==> config.mk <==
export PLATFORM = sky130hd
export DESIGN_NAME = rr_arb_mux4
export DESIGN_NICKNAME = d
export VERILOG_FILES = /design/src/rtl/rr_arb_mux4.sv
export SDC_FILE = /design/constraint.sdc
export NUM_CORES = 1
export LEC_CHECK = 0
export BUFFER_PORTS_ARGS = -buffer_cell sky130_fd_sc_hd__buf_2
export CAP_MARGIN = 20
export CORE_UTILIZATION = 39
export CTS_CLUSTER_DIAMETER = 40
export DETAILED_ROUTE_END_ITERATION = 16
export PLACE_DENSITY = 0.71
export SLEW_MARGIN = 10
export SYNTH_ARGS = -nofsm -noshare
export SYNTH_HDL_FRONTEND = slang
export SYNTH_SLANG_ARGS = --single-unit
export TNS_END_PERCENT = 20
==> constraint.sdc <==
create_clock -name clk -period 1.9 [get_ports clk]
set_clock_uncertainty 0.2 [all_clocks]
set_input_delay 0.285 -clock clk [delete_from_list [all_inputs] [get_ports clk]]
set_output_delay 0.285 -clock clk [all_outputs]
set_load 0.1 [all_outputs]
==> src/rtl/rr_arb_mux4.sv <==
// Round-robin arbiter over four valid/ready sources feeding a registered 4:1 selector.
// Optional per-source saturating accept counters are enabled by defining GRANT_COUNT_EN.
module rr_arb_mux4 #(
    parameter int W     = 5,
    parameter int CNT_W = 8
) (
    input  logic               clk,
    input  logic               rst_n,
    input  logic [3:0]         in_valid,
    input  logic [4*W-1:0]     in_data,
    output logic [3:0]         in_ready,
    output logic               out_valid,
    output logic [W-1:0]       out_data,
    output logic [1:0]         out_sel,
    input  logic               out_ready
`ifdef GRANT_COUNT_EN
    ,
    output logic [4*CNT_W-1:0] grant_cnt
`endif
);

    logic [1:0] ptr;
    logic [1:0] winner;
    logic       any_valid;
    logic       load;
    logic       accept;

    assign load      = ~out_valid | out_ready;
    assign any_valid = |in_valid;
    assign accept    = load & any_valid;

    // Scan from the farthest slot back toward ptr so the closest valid source wins.
    always_comb begin
        winner = ptr;
        for (int k = 3; k >= 0; k--) begin
            if (in_valid[ptr + 2'(k)]) begin
                winner = ptr + 2'(k);
            end
        end
    end

    genvar gi;
    generate
        for (gi = 0; gi < 4; gi++) begin : g_ready
            // Held low while reset is asserted so no source sees a spurious grant.
            assign in_ready[gi] = rst_n & load & in_valid[gi] & (winner == 2'(gi));
        end
    endgenerate

    always_ff @(posedge clk or negedge rst_n) begin
        if (!rst_n) begin
            out_valid <= 1'b0;
            out_data  <= '0;
            out_sel   <= '0;
            ptr       <= '0;
        end else if (accept) begin
            out_valid <= 1'b1;
            out_data  <= in_data[winner*W +: W];
            out_sel   <= winner;
            ptr       <= winner + 2'd1;
        end else if (load) begin
            out_valid <= 1'b0;
        end
    end

`ifdef GRANT_COUNT_EN
    generate
        for (gi = 0; gi < 4; gi++) begin : g_cnt
            logic [CNT_W-1:0] cnt;

            always_ff @(posedge clk or negedge rst_n) begin
                if (!rst_n) begin
                    cnt <= '0;
                end else if (accept && (winner == 2'(gi)) && (cnt != {CNT_W{1'b1}})) begin
                    cnt <= cnt + CNT_W'(1);
                end
            end

            assign grant_cnt[gi*CNT_W +: CNT_W] = cnt;
        end
    endgenerate
`endif

endmodule

==> results.md <==
- Ys Warns: 0
- Vias per std cell: 5.16
- Clk_lat worst skew: 270 ps
- Hold path depth: 4
- Largest net degree at the start of global routing: 11
- Met3 wire len: between 90 and 100 um
- Most frequent cells in the layout: 34 x buf_2, 18 x buf_4, 8 x nor2_1, 8 x dfrtp_1, 6 x nand2_1
- WHS Endpoint: out_valid$_DFFE_PN0P_
- Top layer in use: met4
- Crit path cell chain: nor3b_2, or4_4, o21a_4, nor3_4, buf_12
- PnR worst setup slack: -446 ps
- Met2 routed WL: 1380 um
- Setup_tns: -2990 ps
- Global-route wire length before repair: 3250 um
- Share of layout cells above drive strength 1: 0.671
- Slowest CP cell: dfrtp_2
- # DRC: 0
- Max H-tree Level: 1
- Clock power frac: 0.098
- Root buf cell: clkbuf_4
- Number of global-route vias before repair: 754
- Die H: about 46 um
- R2r startpoint: ptr[0]$_DFFE_PN0P_
- # port buffers: 38
- Hold WC Path Type: input pin to flip-flop
- Final Hold Vio Count: 0
- CP Capture Type: output pin
- DIE AREA: around 2100 sq um
- Hpwl dp: 1630 um
- Top-level I/O count: 39
- Vias: roughly 850
- DRT iter0 DRCs: 21
- Reg2reg setup slack: -230 ps
- Slew headroom: 0.678
- Yosys cell types: 27
- Grt total ovfl: 0
- CTS sink cnt: 10
- FMAX: 426 MHz
- Nets: ~170
- CTS tree: built
- Maximum clock insertion buffer count: 2
- Sw Share: 0.540
- Leakage power figure: between 0.6 and 0.7 nW
- Outcome: complete, but fails checks
- Die X-Extent: 45.6 um
- Psw: 1.06 mW
- Routed Antenna Nets: 0
- Initial Util: 0.425
- Combinational share of power: 0.721
- Syn_area_per_cell: 9.76 sq um
- Endpoint of the worst-slack reg-to-reg timing path: out_data[1]$_DFFE_PN0P_
- Antenna Cells: 0
- Worst-Margin Slew: 487 ps
- Worst endpoint required time: 1410 ps
- Period minus WS final: ~2300 ps
- Critical path type: flip-flop to output pin
- Core ar.: 1750 sq um
- All-layer global routing usage: 0.224
- Cell Area, Synth: 742 sq um
- Wl on met1: approximately 1000 um
- Seq/Total Area, Yosys: 0.337
- Post-synthesis cell count: 76
- Failing checks: negative setup slack
- Peak supply drop: ~1.2 mV
- R2R cell count: 8
- Initial antenna violation count: 0
- Critical Path Fanout Max: 6
- Arrival @ worst endpoint: around 1900 ps
- Number of max-cap violations: 0
- Post-Syn Nets: 103
- Drt total wl: 2540 um
- Dpl cell area: 1200 sq um
- Commonest non-fill, non-tap cell in the layout: buf_2
- Power Density: between 1000 and 1500 nW/um^2
- Worst Path Buf+Inv: 1
- Final period util: 1.23
- Reg clk slew, reported paths: 70 ps
- Layout area overhead: 88.5%
- Final setup vio count: 11
- Power Total: ~2.0 mW
- Pre-CTS setup slack: -362 ps
- Row count: 15
- Unrepaired setup endpoints after global routing: yes
- DR pass1 iterations: 4
- Min-delay src: out_ready
- Design Area, Final: 1400 sq um
- GP Congestion: 0.801
- Slew Limit Fails: 0
- P_int: 0.903 mW
- Seq pwr share: 0.180
- Largest stage delay, worst path: 440 ps
- Cell family with most CP delay: simple AND/OR/NAND/NOR gates
- DR WL/cell: 15.4 um
- CP Launch Type: flip-flop
- Count of state elements after synthesis: 10
- Num CTS Buffers: 3
power by group through the flow:
stage	sequential [mW]	combinational, mW	clock (mW)
2_1_floorplan	0.804	0.434	0
3_3_place_gp	0.342	1.18	0
3_5_place_dp	0.348	1.18	0
4_1_cts	0.340	1.26	0.196
5_1_grt	0.359	1.47	0.203
6_report	0.355	1.42	0.193
layout make-up:
class / instances / area, sq um
Multi-Input combinational cell: 61 / 599
Timing Repair Buffer: 63 / 472
Fill cell: 106 / 347
Sequential cell: 10 / 253
Clock buffer: 4 / 36.3
Tap cell: 25 / 31.3
Inverter: 2 / 7.51
synth_stat cells:
cell type	instances	area, sq um
o21a_1	1	7.51
buf_4	1	7.51
a221oi_2	1	15.0
a21oi_1	3	15.0
nor2b_1	2	12.5
mux2i_1	5	50.1
nor4_1	1	6.26
buf_6	2	22.5
a211oi_2	5	62.6
nor4bb_1	1	10.0
nor3_1	2	10.0
a21boi_0	5	37.5
nand2b_1	1	6.26
and2_1	2	12.5
nor3b_1	2	15.0
or4_1	1	7.51
a21o_1	2	15.0
inv_1	2	7.51
nor2_1	8	30.0
o21ai_0	1	5.00
o21ai_1	2	10.0
dfrtp_1	10	250
and3_1	1	6.26
xnor2_1	1	8.76
a2111oi_2	5	75.1
nand2_1	8	30.0
o22ai_1	1	6.26
through the flow:
| stage | hold slack (ps) | cells | utilization |
|---|---|---|---|
| after floorplan | -211 | 76 | - |
| after global placement | 50.2 | 155 | 0.686 |
| after detailed placement | 53.2 | 155 | 0.686 |
| after CTS | 95.3 | 163 | 0.738 |
| after global routing | 129 | 165 | 0.801 |
| final | 102 | 165 | 0.801 |
registers in the layout (all words and copies together), names as in the netlist:
name	flops
out_sel	2
out_data	5
out_valid	1
ptr	2
what timing repair did:
action                                 4_1_cts  5_1_grt
endpoints found under the hold margin       10        0
buffers inserted                             3        2
resized for setup                            7       16
setup endpoints to repair                   11       11
pin swaps                                    4        8
hold buffers                                 1        0
layer usage:
metal	vias up	global-route usage
met4	0	0.0667
met5	-	0
met3	2	0.0754
li1	416	-
met2	21	0.380
met1	412	0.266
worst min-delay path: cells and delay by family:
kind	cells	cell delay (ps)
AND/OR/NAND/NOR	2	140
buffers and inverters	2	110
how the worst max path moves through the flow:
stage | startpoint | to | slack [ps] | cells past startpoint
CTS | ptr[1]$_DFFE_PN0P_ | in_ready[2] | -440 | 6
detailed placement | in_valid[1] | in_ready[2] | -360 | 6
floorplan | ptr[1]$_DFFE_PN0P_ | in_ready[2] | -740 | 5
global placement | in_valid[1] | in_ready[2] | -290 | 6
global route | ptr[1]$_DFFE_PN0P_ | in_ready[0] | -510 | 9
finish | ptr[1]$_DFFE_PN0P_ | in_ready[1] | -450 | 5
kinds of logic after synthesis:
logic type	Yosys count	synth area share
AND/OR/NAND/NOR	29	0.197
AO/OA/AOI/OAI	26	0.336
flip-flops	10	0.337
multiplexers	5	0.0675
buffers and inverters	5	0.0506
XOR/XNOR	1	0.0118
Note: power is estimated with default switching activity, not from simulation.
